--- src/rtl/mem_arb_pkg.sv ---
// Shared types for the fetch/data memory-port arbiter.
package mem_arb_pkg;

    typedef enum logic [1:0] {
        IDLE   = 2'd0,
        BUSY_D = 2'd1,
        BUSY_I = 2'd2
    } state_e;

    typedef enum logic [1:0] {
        GNT_NONE = 2'd0,
        GNT_I    = 2'd1,
        GNT_D    = 2'd2
    } grant_e;

endpackage

--- src/rtl/mem_arb_timer.sv ---
// Saturating up-counter. Clear wins over start (load), and start wins over
// increment. done is high while the count sits at LIMIT.
module mem_arb_timer #(
    parameter int unsigned LIMIT = 4,
    parameter int unsigned W     = $clog2(LIMIT + 1)
) (
    input  logic         clk,
    input  logic         rst_n,
    input  logic         clr,
    input  logic         start,
    input  logic [W-1:0] start_val,
    input  logic         inc,
    output logic         done
);

    localparam logic [W-1:0] LIM_V = W'(LIMIT);

    logic [W-1:0] cnt_q;
    logic [W-1:0] cnt_d;

    // next count: clear, load, or saturating increment
    always_comb begin
        cnt_d = cnt_q;
        if (clr) begin
            cnt_d = '0;
        end else if (start) begin
            cnt_d = start_val;
        end else if (inc && (cnt_q != LIM_V)) begin
            cnt_d = cnt_q + 1'b1;
        end
    end

    // count register
    always_ff @(posedge clk or negedge rst_n) begin
        if (!rst_n) begin
            cnt_q <= '0;
        end else begin
            cnt_q <= cnt_d;
        end
    end

    assign done = (cnt_q == LIM_V);

endmodule

--- src/rtl/mem_port_arbiter.sv ---
// Shares one multi-cycle req/ack memory between instruction fetch and the
// load/store stage. Data has priority; fetch is guaranteed a grant after
// STARVE_LIM consecutive data grants; each access aborts after TIMEOUT cycles.
//
//   state  | meaning
//   IDLE   | no access in flight; arbitrate pending requests
//   BUSY_D | data access on the bus, waiting for mem_ack or timeout
//   BUSY_I | fetch access on the bus, waiting for mem_ack or timeout
module mem_port_arbiter
    import mem_arb_pkg::*;
#(
    parameter int unsigned ADDR_W     = 32,
    parameter int unsigned DATA_W     = 32,
    parameter int unsigned STARVE_LIM = 4,
    parameter int unsigned TIMEOUT    = 255
) (
    input  logic                clk,
    input  logic                rst,
    input  logic                if_req,
    input  logic [ADDR_W-1:0]   if_addr,
    output logic [DATA_W-1:0]   if_rdata,
    output logic                if_valid,
    output logic                if_err,
    input  logic                d_req,
    input  logic                d_we,
    input  logic [ADDR_W-1:0]   d_addr,
    input  logic [DATA_W-1:0]   d_wdata,
    input  logic [DATA_W/8-1:0] d_be,
    output logic [DATA_W-1:0]   d_rdata,
    output logic                d_valid,
    output logic                d_err,
    output logic                mem_req,
    output logic                mem_we,
    output logic [ADDR_W-1:0]   mem_addr,
    output logic [DATA_W-1:0]   mem_wdata,
    output logic [DATA_W/8-1:0] mem_be,
    input  logic                mem_ack,
    input  logic [DATA_W-1:0]   mem_rdata,
    output logic                stall_if,
    output logic                stall_d
);

    localparam int unsigned BE_W  = DATA_W / 8;
    localparam int unsigned TMO_W = $clog2(TIMEOUT + 1);
    localparam int unsigned STV_W = $clog2(STARVE_LIM + 1);

    state_e              state_q,     state_d;
    logic                mem_req_q,   mem_req_d;
    logic                mem_we_q,    mem_we_d;
    logic [ADDR_W-1:0]   mem_addr_q,  mem_addr_d;
    logic [DATA_W-1:0]   mem_wdata_q, mem_wdata_d;
    logic [BE_W-1:0]     mem_be_q,    mem_be_d;
    logic [DATA_W-1:0]   if_rdata_q,  if_rdata_d;
    logic                if_valid_q,  if_valid_d;
    logic                if_err_q,    if_err_d;
    logic [DATA_W-1:0]   d_rdata_q,   d_rdata_d;
    logic                d_valid_q,   d_valid_d;
    logic                d_err_q,     d_err_d;

    grant_e sel;
    grant_e gnt;
    logic   tmo_start, tmo_inc, tmo_done;
    logic   stv_clr, stv_inc, stv_done;

    // The timeout count is the number of cycles mem_req has been high,
    // including the current one, so it is loaded with 1 on grant.
    mem_arb_timer #(.LIMIT(TIMEOUT), .W(TMO_W)) u_tmo (
        .clk       (clk),
        .rst_n     (rst),
        .clr       (1'b0),
        .start     (tmo_start),
        .start_val (TMO_W'(1)),
        .inc       (tmo_inc),
        .done      (tmo_done)
    );

    mem_arb_timer #(.LIMIT(STARVE_LIM), .W(STV_W)) u_starve (
        .clk       (clk),
        .rst_n     (rst),
        .clr       (stv_clr),
        .start     (1'b0),
        .start_val ('0),
        .inc       (stv_inc),
        .done      (stv_done)
    );

    // arbitration, command latch and completion handling
    always_comb begin
        state_d     = state_q;
        mem_req_d   = mem_req_q;
        mem_we_d    = mem_we_q;
        mem_addr_d  = mem_addr_q;
        mem_wdata_d = mem_wdata_q;
        mem_be_d    = mem_be_q;
        if_rdata_d  = if_rdata_q;
        if_valid_d  = 1'b0;
        if_err_d    = 1'b0;
        d_rdata_d   = d_rdata_q;
        d_valid_d   = 1'b0;
        d_err_d     = 1'b0;
        sel         = GNT_NONE;
        gnt         = GNT_NONE;
        tmo_start   = 1'b0;
        tmo_inc     = 1'b0;
        stv_clr     = 1'b0;
        stv_inc     = 1'b0;

        case (state_q)
            IDLE: begin
                if (d_req && !(stv_done && if_req)) begin
                    sel = GNT_D;
                end else if (if_req) begin
                    sel = GNT_I;
                end
                // The winner is held off (nobody granted) while its own valid
                // is high, so the requester can retire the finished access.
                gnt = sel;
                if ((sel == GNT_D && d_valid_q) || (sel == GNT_I && if_valid_q)) begin
                    gnt = GNT_NONE;
                end

                stv_clr   = (gnt == GNT_I) || !if_req;
                stv_inc   = (gnt == GNT_D) && if_req;
                tmo_start = (gnt != GNT_NONE);

                if (gnt == GNT_D) begin
                    state_d     = BUSY_D;
                    mem_req_d   = 1'b1;
                    mem_we_d    = d_we;
                    mem_addr_d  = d_addr;
                    mem_wdata_d = d_wdata;
                    mem_be_d    = d_be;
                end else if (gnt == GNT_I) begin
                    state_d     = BUSY_I;
                    mem_req_d   = 1'b1;
                    mem_we_d    = 1'b0;
                    mem_addr_d  = if_addr;
                    mem_wdata_d = '0;
                    mem_be_d    = '1;
                end
            end

            BUSY_D, BUSY_I: begin
                tmo_inc = 1'b1;
                // ack takes precedence over a coincident timeout
                if (mem_ack || tmo_done) begin
                    state_d   = IDLE;
                    mem_req_d = 1'b0;
                    if (state_q == BUSY_D) begin
                        d_valid_d = 1'b1;
                        d_err_d   = !mem_ack;
                        d_rdata_d = (mem_ack && !mem_we_q) ? mem_rdata : '0;
                    end else begin
                        if_valid_d = 1'b1;
                        if_err_d   = !mem_ack;
                        if_rdata_d = mem_ack ? mem_rdata : '0;
                    end
                end
            end

            default: begin
                state_d   = IDLE;
                mem_req_d = 1'b0;
            end
        endcase
    end

    // state and output registers
    always_ff @(posedge clk or negedge rst) begin
        if (!rst) begin
            state_q     <= IDLE;
            mem_req_q   <= 1'b0;
            mem_we_q    <= 1'b0;
            mem_addr_q  <= '0;
            mem_wdata_q <= '0;
            mem_be_q    <= '0;
            if_rdata_q  <= '0;
            if_valid_q  <= 1'b0;
            if_err_q    <= 1'b0;
            d_rdata_q   <= '0;
            d_valid_q   <= 1'b0;
            d_err_q     <= 1'b0;
        end else begin
            state_q     <= state_d;
            mem_req_q   <= mem_req_d;
            mem_we_q    <= mem_we_d;
            mem_addr_q  <= mem_addr_d;
            mem_wdata_q <= mem_wdata_d;
            mem_be_q    <= mem_be_d;
            if_rdata_q  <= if_rdata_d;
            if_valid_q  <= if_valid_d;
            if_err_q    <= if_err_d;
            d_rdata_q   <= d_rdata_d;
            d_valid_q   <= d_valid_d;
            d_err_q     <= d_err_d;
        end
    end

    assign mem_req   = mem_req_q;
    assign mem_we    = mem_we_q;
    assign mem_addr  = mem_addr_q;
    assign mem_wdata = mem_wdata_q;
    assign mem_be    = mem_be_q;
    assign if_rdata  = if_rdata_q;
    assign if_valid  = if_valid_q;
    assign if_err    = if_err_q;
    assign d_rdata   = d_rdata_q;
    assign d_valid   = d_valid_q;
    assign d_err     = d_err_q;

    assign stall_if = if_req & ~if_valid_q;
    assign stall_d  = d_req & ~d_valid_q;

endmodule

--- config.mk ---
export PLATFORM = sky130hd
export DESIGN_NAME = mem_port_arbiter
export DESIGN_NICKNAME = d
export VERILOG_FILES = /design/src/rtl/mem_arb_pkg.sv /design/src/rtl/mem_arb_timer.sv /design/src/rtl/mem_port_arbiter.sv
export SDC_FILE = /design/constraint.sdc
export NUM_CORES = 1
export LEC_CHECK = 0
export ABC_AREA = 1
export CORE_ASPECT_RATIO = 0.8
export CORE_MARGIN = 3
export CORE_UTILIZATION = 40
export CTS_CLUSTER_SIZE = 28
export DETAILED_ROUTE_END_ITERATION = 8
export GPL_ROUTABILITY_DRIVEN = 0
export HOLD_SLACK_MARGIN = 0.1
export PLACE_DENSITY = 0.7
export SYNTH_ARGS = -nofsm -noshare
export SYNTH_HDL_FRONTEND = slang
export SYNTH_HIERARCHICAL = 1
export SYNTH_SLANG_ARGS = --single-unit
export TNS_END_PERCENT = 10
--- constraint.sdc ---
create_clock -name clk -period 2.94 [get_ports clk]
set_input_delay 0.441 -clock clk [delete_from_list [all_inputs] [get_ports clk]]
set_output_delay 0.441 -clock clk [all_outputs]
set_load 0.005 [all_outputs]
==> results.yml, run 1 <==
critical_path:
  cp_top_family: "simple AND/OR/NAND/NOR gates"
  path_buf_inv: 4
  arrival_ns: 2.63
  worstPathCellList: "inv_1 > ha_1 > nand2_1 > inv_1 > nand2_1 > inv_1 > nor2_4 > ha_2 > nor2_8 > buf_12 > o211ai_1 > nand2_1"
  crit_path_end_kind: "register"
  critical-path-slowest-cell: "dfrtp_1"
  cp_slowest_stage_delay_ns: 0.39
  crit_fanout: 66
  cp.required_ns: 3.29
  critPathLaunchType: "register"
  critPathKind: "reg -> reg"
power:
  seq_power_share_pct: 33.2
  p_sw_w: 0.00371
  switching_share_pct: 34.8
  power.total_w: 0.0107
  p_int_w: 0.00694
  p_leak_nw: 5.36
  power.density_nw_per_um2: 986
  p_comb_share_pct: 44.9
  vdd_drop_max_v: 0.000389
  clkPwrFrac_pct: 21.9
timing:
  totalNegativeSetupSlack_ns: 0
  finalCritPeriodShare_pct: 77.4
  slew_headroom_pct: 63.3
  rsz0062_at_grt: "no"
  clock_skew_ns: 0.0121
  max_freq_mhz: 440
  fin_crit_ns: 2.27
  finalSetupViolations: 0
  tightest_slew_ns: 0.550
  slew_violations: 0
  hold_viol: 0
global_route:
  grt_pass1_wl_mm: 35.4
  overflow: 0
  grt_antenna_before_repair: 0
  grt_use_total_pct: 23.0
  grt_pass1_vias: 6491
  grt_max_degree: 70
logic_synthesis:
  synth_area_per_cell_um2: 8.14
  synth_top_area_share_pct: 53.2
  synth_warnings: 6
  synth_largest_area_cell: "dfrtp_1"
  syn_inst: 872
  ys_ff_latch: 151
  synth_area_leaders: "dfrtp_1 (53%), nand2_1 (16%), nand3_1 (6.1%)"
  synth_area_um2: 7100
  yosysSeqAreaShare_pct: 53.2
  yosysUniqueCellTypes: 35
clock_network:
  cts.htree.levels: 4
  clk_pin_slew_ns: 0.06
  cts_setup_buffers: 0
  clock-sinks: 151
  cts_tree: "built"
  clockBufferDepth: 2
  root_buffer: "clkbuf_16"
  cts_resized: 0
  clk_latency_ns: 0.42
  cts_buffers: 17
routing:
  drc: 0
  ant_nets: 0
  wl_per_cell_um: 16.2
  routed_wl_mm: 22.5
  num_vias: 6646
  drt_first_pass_iters: 4
  via_per_inst: 4.79
  drt-initial-drc-count: 441
min_path:
  hold_class: "reg -> reg"
outcome:
  outcome: "finished clean"
die:
  rows: 42
  io_pins: 278
  fp.dieW_um: 155
  coreArea_um2: 17000
  initial_core_util_pct: 41.8
  die_h_um: 125
  die_area_um2: 19400
place:
  portBuffers: 277
  post-dp-hpwl_mm: 15.9
cells_and_area:
  final_nets: 1303
  multi_input_area_um2: 2780
  drive_above_1_share_pct: 5.99
  syn_to_final_growth_pct: 52.2
  num-fill-cells: 1474
  regArea_um2: 3780
  n_antenna_cell: 0
run:
  cap_violations: 0
per-stage QoR:
stage	utilization [%]	instances	area [µm²]	hold WS, ns	setup slack (ns)
after floorplan	-	891	7170	0.145	0.711
after global placement	59.9	1357	10200	0.458	0.587
after detailed placement	59.9	1357	10200	0.459	0.531
after CTS	63.6	1388	10800	0.480	0.673
after global routing	63.6	1388	10800	0.492	0.479
final	63.6	1388	10800	0.474	0.665
repair_timing:
action,in CTS,in global routing
hold buffers,1,0
hold endpoints to repair,55,0
endpoints found under the setup margin,0,0
cell families after synthesis:
logic type      share of synthesized area, %
simple gates                            27.3
fa+ha+maj                               1.41
flops                                   53.2
xor+xnor                               0.123
buf+inv                                 8.65
other cells                            0.106
compound gates                          9.06
mux                                    0.141
layer usage:
| layer | GRT usage (%) | vias to the layer above | share of wire (%) |
|---|---|---|---|
| met5 | 0 | - | 0 |
| met4 | 4.21 | 0 | 0.85 |
| met3 | 7.67 | 18 | 8.8 |
| met2 | 38.0 | 229 | 48 |
| met1 | 30.0 | 3100 | 42 |
| li1 | - | 3299 | - |
registers in the layout (all words and copies together) (netlist names):
name,cells
d_rdata,32
if_rdata,32
mem_addr,32
mem_wdata,32
u_tmo/cnt_q,8
mem_be,4
u_starve/cnt_q,3
state_q,2
d_err,1
d_valid,1
if_err,1
if_valid,1
mem_req,1
mem_we,1
layout by cell type, fill, tap and decap left out, types with 4 or more instances in the layout:
master | Yosys | final
nand3_1 | 86 | 86
buf_12 | 0 | 5
bufinv_16 | 0 | 4
o211ai_1 | 32 | 32
clkbuf_16 | 0 | 17
nor2_4 | 4 | 4
ha_1 | 8 | 7
o21ai_0 | 34 | 34
clkbuf_8 | 0 | 4
o21ai_1 | 33 | 33
buf_4 | 1 | 11
nand4_1 | 4 | 4
clkdlybuf4s50_1 | 0 | 276
inv_2 | 4 | 4
inv_1 | 95 | 95
nor2_1 | 41 | 41
conb_1 | 2 | 21
nand2_1 | 308 | 308
dfrtp_1 | 151 | 151
final cells by class:
cell class / instances / area share (%)
inverter: 99 / 3.44
tap: 220 / 2.55
multi-input combinational: 594 / 25.7
clock buffer: 23 / 4.52
timing repair buffer: 294 / 27.5
clock inverter: 7 / 1.31
sequential: 151 / 35.0
final timing paths:
check                      slack, ns  depth (start not counted)            end         startpoint
setup reg to reg                0.67                         12    mem_addr[0]  u_starve/cnt_q[0]
max in group asynchronous       1.64                          3  mem_wdata[20]                rst
min in group asynchronous       0.56                          2          d_err                rst
hold reg to reg                 0.47                          2      mem_be[2]          mem_be[2]
hold / removal                  0.47                          2      mem_be[2]          mem_be[2]
setup / recovery                0.67                         12    mem_addr[0]  u_starve/cnt_q[0]
synth_stat cells, drive strengths merged:
cell type,n
dfrtp,151
buf,35
mux2i,1
nand4,4
ha,8
nand3,87
nor4,1
o211ai,33
nand2,314
conb,2
o21ai,69
inv,99
nor2,49
xor2,1
nor3,2
clkbuf,12
o21bai,1
a21oi,3
worst reg2reg max path: cells and delay by family, from the launching register on:
family | cells | cell delay [ns]
AOI/OAI and AO/OA | 1 | 0.22
adders and majority gates | 2 | 0.50
buffers and inverters | 4 | 0.47
DFF | 1 | 0.39
and+or+nand+nor | 5 | 0.63
power by group through the flow:
stage | clock, W | combinational [W] | sequential [W]
after floorplan | 0 | 0.00210 | 0.00358
after detailed placement | 0 | 0.00485 | 0.00355
after CTS | 0.00238 | 0.00488 | 0.00354
final | 0.00234 | 0.00478 | 0.00353
after global placement | 0 | 0.00478 | 0.00353
after global routing | 0.00248 | 0.00527 | 0.00365
(Power assumes the default switching activity.)
==> run 2: changes to the inputs <==
==> constraint.sdc (replaced) <==
create_clock -name clk -period 2.4 [get_ports clk]
set_input_delay 0.36 -clock clk [delete_from_list [all_inputs] [get_ports clk]]
set_output_delay 0.36 -clock clk [all_outputs]
set_load 0.005 [all_outputs]
==> run 2 against run 1 <==
Net effect: critical path depth unchanged; final cell count increased by 0.36%; power up 21%; clock power is 9.4% higher; sequential cell count is the same; sequential share of layout area rose by 0.085 points.
==> results.yml, run 2 (synthesis gave the netlist of run 1 again) <==
outcome:
  outcome: "finished clean"
cells_and_area:
  final_common_cell: "nand2_1"
  finalNonFillerCells: 1393
  syn_to_final_growth_pct: 51.8
  drive_above_1_share_pct: 6.48
  num-fill-cells: 1461
  n_antenna_cell: 0
  final_nets: 1306
  mostFrequentLayoutCells: "nand2_1 (308), clkdlybuf4s50_1 (276), dfrtp_1 (151), inv_1 (95), nand3_1 (86)"
timing:
  slew_violations: 0
  totalNegativeSetupSlack_ns: 0
  finalSetupViolations: 0
  tightest_slew_ns: 0.666
  fin_crit_ns: 2.14
  slew_headroom_pct: 55.6
  clock_skew_ns: 0.0111
  layout_setup_ws_ns: 0.259
  finalCritPeriodShare_pct: 89.2
  max_freq_mhz: 467
  rsz0062_at_grt: "no"
  hold_viol: 0
critical_path:
  reg2reg_from: "u_starve/cnt_q[0]"
  path_depth: 12
  r2r_setup_slack_ns: 0.26
  worstReg2RegEnd: "mem_addr[22]"
  worstPathCellList: "inv_1 > ha_1 > nand2_1 > inv_1 > nand2_1 > inv_1 > nor2_4 > ha_2 > nor2_8 > buf_4 > o211ai_1 > nand2_1"
  crit_fanout: 21
  cp.required_ns: 2.76
  path_buf_inv: 4
  crit_path_end_kind: "register"
  r2r_cells: 12
  arrival_ns: 2.50
  critPathKind: "reg -> reg"
  cp_top_family: "simple AND/OR/NAND/NOR gates"
  endpoint: "mem_addr[22]"
  cp_slowest_stage_delay_ns: 0.38
  critPathLaunch: "u_starve/cnt_q[0]"
  critPathLaunchType: "register"
  critical-path-slowest-cell: "dfrtp_1"
place:
  pre_cts_ws_ns: 0.165
  portBuffers: 277
  place_inst: 1360
  post-dp-hpwl_mm: 15.9
power:
  p_leak_nw: 5.34
  p_int_w: 0.00811
  p_comb_share_pct: 46.4
  vdd_drop_max_v: 0.000547
  switching_share_pct: 36.8
  p_sw_w: 0.00473
  seq_power_share_pct: 33.6
  power.density_nw_per_um2: 1190
  power.total_w: 0.0128
  clkPwrFrac_pct: 19.9
routing:
  drc: 0
  ant_nets: 0
  drt-initial-drc-count: 405
  drt_first_pass_iters: 5
  wl_per_cell_um: 16.2
  num_vias: 6686
  routed_wl_mm: 22.6
  via_per_inst: 4.80
die:
  fp.dieW_um: 155
  die_h_um: 125
  initial_core_util_pct: 41.8
  rows: 42
  die_area_um2: 19400
  coreArea_um2: 17000
  io_pins: 278
global_route:
  overflow: 0
  grt_use_total_pct: 22.9
  grt_pass1_vias: 6426
  grt_max_degree: 55
  grt_antenna_before_repair: 0
  grt_pass1_wl_mm: 35.6
clock_network:
  clk_latency_ns: 0.42
  clk_pin_slew_ns: 0.07
  clock-sinks: 151
  cts_buffers: 17
  clockBufferDepth: 2
  cts_setup_buffers: 0
  cts.htree.levels: 4
  root_buffer: "clkbuf_16"
  cts_tree: "built"
min_path:
  hold_class: "in -> async"
run:
  cap_violations: 0
==> run 2: cell types whose count changed in the layout (fill, tap and decap cells not counted), moves of 2 or more <==
cell        change
buf_12          +2
inv_8           +2
clkinvlp_4      +4
clkbuf_8        -3
inv_6           +4
bufinv_16       -4
==> run 2: area by class of cell <==
cell class / count / area (µm²) / area share [%]
Sequential cell: 151 / 3780 / 35.1
Tap cell: 220 / 275 / 2.55
Timing Repair Buffer: 297 / 3010 / 28.0
Inverter: 99 / 372 / 3.45
Clock buffer: 19 / 443 / 4.11
Multi-Input combinational cell: 594 / 2780 / 25.8
Clock inverter: 13 / 113 / 1.05
==> run 2: how the worst min path moves through the flow <==
stage	start	endpoint
after global routing	rst	d_rdata[30]
after global placement	rst	d_err
after CTS	rst	d_rdata[23]
after floorplan	rst	d_err
final	rst	d_rdata[30]
after detailed placement	rst	d_rdata[23]
==> run 2: repair_timing <==
item / in CTS / in global routing
endpoints found under the hold margin: 44 / 0
resized for setup: 0 / 0
hold buffers: 1 / 0
==> run 2: stage by stage <==
| step | instance area (µm²) | hold WS [ns] | utilization (%) |
|---|---|---|---|
| 6_report | 10800 | 0.434 | 63.5 |
| 3_5_place_dp | 10200 | 0.328 | 60.2 |
| 2_1_floorplan | 7170 | 0.0644 | - |
| 4_1_cts | 10800 | 0.439 | 63.5 |
| 5_1_grt | 10800 | 0.449 | 63.5 |
| 3_3_place_gp | 10200 | 0.327 | 60.2 |
==> run 2: per-layer routing <==
layer | vias up | GRT usage, % | wire length [µm]
li1 | 3306 | - | -
met1 | 3125 | 31.1 | 9600
met2 | 241 | 36.6 | 10800
met3 | 14 | 6.84 | 1990
met4 | 0 | 4.72 | 155
met5 | - | 0 | 0
==> run 2: power by group through the flow <==
stage	Combinational, W	Clock, W	Sequential (W)
3_5_place_dp	0.00604	0	0.00434
6_report	0.00596	0.00256	0.00432
3_3_place_gp	0.00594	0	0.00433
4_1_cts	0.00605	0.00261	0.00432
2_1_floorplan	0.00257	0	0.00439
5_1_grt	0.00654	0.00273	0.00446
